--- src/rtl/lpc_dbg_pkg.sv ---
// Shared LPC debug definitions: bus nibble codes and the snooper state encoding.
// Also imported by qspi_slave so both ends agree on state and nibble values.
package lpc_dbg_pkg;

    localparam logic [3:0] LAD_START  = 4'b0000;
    localparam logic [3:0] CYC_IO_WR  = 4'b0010;
    localparam logic [3:0] SYNC_READY = 4'b0000;
    localparam logic [3:0] SYNC_SHORT = 4'b0101;
    localparam logic [3:0] SYNC_LONG  = 4'b0110;

    typedef enum logic [2:0] {
        IDLE   = 3'd0,
        CYC    = 3'd1,
        ADDR   = 3'd2,
        DATA   = 3'd3,
        TAR    = 3'd4,
        SYNC   = 3'd5,
        COMMIT = 3'd6
    } lpc_state_t;

endpackage

--- src/rtl/lpc_io_snoop.sv ---
// Passive LPC snooper: captures host I/O writes to a 4-byte POST port window
// and presents the last byte written to each port, with a one-clock hit strobe.
module lpc_io_snoop
    import lpc_dbg_pkg::*;
#(
    parameter logic [15:0] BASE_ADDR    = 16'h0080,
    parameter logic [5:0]  SYNC_TIMEOUT = 6'd32
) (
    input  logic       lpc_clk_l,
    input  logic       lpc_rst_l,
    input  logic       lpc_v3p3_s0,
    input  logic       lpc_frame_l,
    input  logic [3:0] lpc_lad,
    output logic [7:0] port_80,
    output logic [7:0] port_81,
    output logic [7:0] port_82,
    output logic [7:0] port_83,
    output logic       lpc_hit,
    output logic [1:0] hit_idx
);

    lpc_state_t      state_reg, state_next;
    logic [1:0]      nib_cnt_reg, nib_cnt_next;
    logic [5:0]      wait_cnt_reg, wait_cnt_next;
    logic [15:0]     addr_reg, addr_next;
    logic [7:0]      data_reg, data_next;
    logic [3:0][7:0] port_reg, port_next;
    logic            hit_reg, hit_next;
    logic [1:0]      idx_reg, idx_next;

    always_ff @(posedge lpc_clk_l or negedge lpc_rst_l) begin
        if (!lpc_rst_l) begin
            state_reg    <= IDLE;
            nib_cnt_reg  <= 2'd0;
            wait_cnt_reg <= 6'd0;
            addr_reg     <= 16'h0000;
            data_reg     <= 8'h00;
            port_reg     <= '0;
            hit_reg      <= 1'b0;
            idx_reg      <= 2'd0;
        end else begin
            state_reg    <= state_next;
            nib_cnt_reg  <= nib_cnt_next;
            wait_cnt_reg <= wait_cnt_next;
            addr_reg     <= addr_next;
            data_reg     <= data_next;
            port_reg     <= port_next;
            hit_reg      <= hit_next;
            idx_reg      <= idx_next;
        end
    end

    always_comb begin
        state_next    = state_reg;
        nib_cnt_next  = nib_cnt_reg;
        wait_cnt_next = wait_cnt_reg;
        addr_next     = addr_reg;
        data_next     = data_reg;
        port_next     = port_reg;
        hit_next      = 1'b0;
        idx_next      = idx_reg;

        // Power loss beats LFRAME#, which in turn beats the cycle decode.
        if (!lpc_v3p3_s0) begin
            state_next = IDLE;
        end else if (!lpc_frame_l) begin
            state_next = (lpc_lad == LAD_START) ? CYC : IDLE;
        end else begin
            case (state_reg)
                IDLE: state_next = IDLE;
                CYC: begin
                    nib_cnt_next = 2'd0;
                    state_next   = (lpc_lad == CYC_IO_WR) ? ADDR : IDLE;
                end
                ADDR: begin
                    addr_next    = {addr_reg[11:0], lpc_lad};
                    nib_cnt_next = nib_cnt_reg + 2'd1;
                    if (nib_cnt_reg == 2'd3) begin
                        nib_cnt_next = 2'd0;
                        state_next   = DATA;
                    end
                end
                DATA: begin
                    // Low nibble arrives first, so shift in from the top.
                    data_next    = {lpc_lad, data_reg[7:4]};
                    nib_cnt_next = nib_cnt_reg + 2'd1;
                    if (nib_cnt_reg == 2'd1) begin
                        nib_cnt_next = 2'd0;
                        state_next   = TAR;
                    end
                end
                TAR: begin
                    nib_cnt_next = nib_cnt_reg + 2'd1;
                    if (nib_cnt_reg == 2'd1) begin
                        nib_cnt_next  = 2'd0;
                        wait_cnt_next = 6'd0;
                        state_next    = SYNC;
                    end
                end
                SYNC: begin
                    if (lpc_lad == SYNC_READY) begin
                        state_next = COMMIT;
                    end else if ((lpc_lad == SYNC_SHORT || lpc_lad == SYNC_LONG) &&
                                 wait_cnt_reg != SYNC_TIMEOUT - 6'd1) begin
                        wait_cnt_next = wait_cnt_reg + 6'd1;
                    end else begin
                        state_next = IDLE;
                    end
                end
                COMMIT: begin
                    if (addr_reg[15:2] == BASE_ADDR[15:2]) begin
                        port_next[addr_reg[1:0]] = data_reg;
                        hit_next                 = 1'b1;
                        idx_next                 = addr_reg[1:0];
                    end
                    state_next = IDLE;
                end
                default: state_next = IDLE;
            endcase
        end
    end

    assign port_80 = port_reg[0];
    assign port_81 = port_reg[1];
    assign port_82 = port_reg[2];
    assign port_83 = port_reg[3];
    assign lpc_hit = hit_reg;
    assign hit_idx = idx_reg;

endmodule
--- config.mk ---
export PLATFORM = sky130hd
export DESIGN_NAME = lpc_io_snoop
export DESIGN_NICKNAME = d
export VERILOG_FILES = /design/src/rtl/lpc_dbg_pkg.sv /design/src/rtl/lpc_io_snoop.sv
export SDC_FILE = /design/constraint.sdc
export NUM_CORES = 1
export LEC_CHECK = 0
export CAP_MARGIN = 40
export CORE_ASPECT_RATIO = 1.1
export CORE_MARGIN = 2
export CORE_UTILIZATION = 35
export CTS_CLUSTER_SIZE = 30
export DETAILED_ROUTE_END_ITERATION = 8
export HOLD_SLACK_MARGIN = 0.15
export SLEW_MARGIN = 20
export SYNTH_ARGS = -nofsm -noshare
export SYNTH_HDL_FRONTEND = slang
export SYNTH_SLANG_ARGS = --single-unit
--- constraint.sdc ---
create_clock -name lpc_clk_l -period 5.4 [get_ports lpc_clk_l]
set_input_delay 1.35 -clock lpc_clk_l [delete_from_list [all_inputs] [get_ports lpc_clk_l]]
set_output_delay 1.35 -clock lpc_clk_l [all_outputs]
set_load 0.03 [all_outputs]
==> results.toml <==
[clock_tree]
clockBufferDepth = 2
path_clk_slew_ns = 0.08
holdBufCountCts = 0
root_buffer = "clkbuf_8"
post_cts_buffers = 0
cts.sink_count = 70
ctsResizeCount = 0
cts_buffers = 9
cts_tree = "yes"
clk-insertion-delay-late_ns = 0.34
htreeDepth = 3

[critical_path]
crit_slowest_cell = "nor4b_4"
required_ns = 5.62
crit_path_max_fanout = 8
critical_path.top_delay_family = "simple AND/OR/NAND/NOR gates"
cp_cell_sequence = "clkdlybuf4s50_1 > and4bb_2 > nand4_4 > nor4b_4 > mux2_2"
r2r-end = "port_83[6]"
critical_path_arrival_ns = 3.46
crit-reg2reg-launch = "state_reg[0]"
cp_num_buf_inv = 1
rr_worst_depth = 4
max_stage_delay_ns = 0.71
path_class = "in -> reg"
cp-start-kind = "input port"
setup.worst_path.end_class = "flip-flop"
regToRegSetupSlack_ns = 3.06

[die]
row_count = 36
die_h_um = 104
die_w_um = 94.9
core_region_area_um2 = 8830
initial_core_util_pct = 36.0
io_pins = 43
die_area_um2 = 9860

[routing]
vias_per_cell = 5.20
drt-total-wl_um = 6660
drtIter0Drc = 106
antenna_left = 0
dr.pass1.iters = 4
wl_per_cell_um = 16.4
drc = 0
num_vias = 2104

[synthesis]
syn_area_per_cell_um2 = 13.3
synthesis.nets = 251
synth_edf_count = 0
synth_top_cells_by_area = "dfrtp_1, mux2_2, ha_1"
synth-seq-cells = 70
synth.largest_area_cell = "dfrtp_1"
synth_warnings = 0
async_reset_ff_share_pct = 100
yosysSeqAreaShare_pct = 55.1
synth_cells = 239
synth_top_area_share_pct = 55.1
ys.flop_type = "dfrtp_1"
ys_types = 50
netlist_area_um2 = 3180

[layout]
fin_nets = 298
antennaDiodeCount = 0
syn2layout_area_growth_pct = 26.1
postLayoutCoreUtil_pct = 45.4
largest_reg_flops = 16
drive_above_1_share_pct = 30.2

[hold_path]
hold_end = "lpc_hit"
hold_path.class = "reg -> reg"
holdPathStages = 1
min_from = "addr_reg[14]"

[grt]
grt_pass1_wl_um = 11400
grt_start_max_net_pins = 28
first_global_vias = 2247
antenna_found_initial = 0
grt_remaining_overflow = 0
track_usage_pct = 14.9

[timing]
setup_viol = 0
min_period_ns = 3.23
slew_headroom_pct = 49.1
whs_ns = 0.505
finalCritPeriodShare_pct = 59.9
fin_skew_ns = 0.00756
fin_ws_ns = 2.17
fmax_mhz = 309
tns_ns = 0
worst_pin_slew_ns = 0.760
report.final.slew_viol_count = 0
rsz0062_at_grt = "false"
hold_viol_final = 0

[placement]
dp_hpwl_um = 4560
post-place-ws_ns = 1.75
portBuffers = 42
gp_congestion = 0.787

[run_status]
status = "complete, no violations"

[pwr]
max-vdd-ir-drop_mv = 0.192
pwr_density_cell_nw_per_um2 = 291
p_leak_uw = 0.00182

[flow_run]
maxCapViolCount = 0
worst register-to-register path: stages, from the launching register on:
cell,delay [ns]
dfrtp_1,0.56
inv_1,0.20
nand3_1,0.32
nor3_2,0.73
mux2_2,0.41
cell usage in the layout (no fill, tap or decap), drive strengths merged, types with 2 or more instances in the layout:
cell type	n
nor2	8
and3	2
mux2	58
o22ai	3
nor2b	2
nand2b	3
ha	4
inv	11
a21oi	5
o21ai	7
clkdlybuf4s50	41
bufinv	4
nand3	5
dfrtp	70
or3	3
nand2	7
mux2i	2
nor3	4
buf	3
nor4	7
nand3b	3
nand4	3
nor4b	4
clkbuf	11
layer usage:
layer / vias to the layer above / wire (um) / global-route usage, %
met3: 9 / 341 / 4.20
li1: 974 / - / -
met4: 0 / 119 / 7.25
met1: 1077 / 3120 / 20.3
met5: - / 0 / 0
met2: 44 / 3080 / 21.5
cells in the mapped netlist (all sizes together) (2+ instances only):
cell type and count:
mux2i 2, dfrtp 70, clkbuf 6, and3 2, nand4 3, o21ai 7
nor2 8, or3 3, nand3b 3, a21oi 5, o22ai 3, nor2b 2
nand3 5, nor3 4, ha 4, nand2 7, buf 2, inv 10
nor4 7, nand2b 3, nor4b 4, mux2 58
how the worst max path moves through the flow:
stage | slack, ns | end | start | cells after the start
after floorplan | 2.64 | port_81[0] | lpc_frame_l | 4
after global placement | 1.80 | port_83[1] | lpc_frame_l | 5
after detailed placement | 1.75 | port_83[0] | lpc_frame_l | 5
after CTS | 2.14 | port_83[6] | lpc_frame_l | 5
after global routing | 2.07 | port_83[6] | lpc_frame_l | 5
final | 2.17 | port_81[5] | lpc_frame_l | 5
area by class of cell:
type,count,area [um^2]
tap,114,143
fill,847,4820
timing repair buffer,44,450
sequential,70,1750
inverter,10,37.5
clock inverter,5,129
multi-input combinational,151,1360
clock buffer,11,141
stage by stage:
step	instances	power [uW]	instance area (um^2)
floorplan	239	579	3180
global placement	388	605	3710
detailed placement	389	609	3740
CTS	405	1180	4010
global route	405	1210	4010
finish	405	1170	4010
power breakdown:
group	internal [uW]	total [uW]	switching (uW)
sequential	532	545	12.6
clock	368	570	202
combinational	21.8	53.0	31.2
total	922	1170	245
kinds of logic (layout without fill, tap and decap cells):
| logic type | count (synthesis) | after routing | synth area share [%] |
|---|---|---|---|
| flip-flops | 70 | 70 | 55.1 |
| multiplexers | 60 | 60 | 21.2 |
| AND/OR/NAND/NOR | 58 | 58 | 13.7 |
| AO/OA/AOI/OAI | 28 | 28 | 5.98 |
| buffers and inverters | 18 | 70 | 2.20 |
| adder cells (fa/ha/maj) | 4 | 4 | 1.57 |
| XOR/XNOR | 1 | 1 | 0.276 |
No activity file was read; power rests on OpenSTA's default activity.
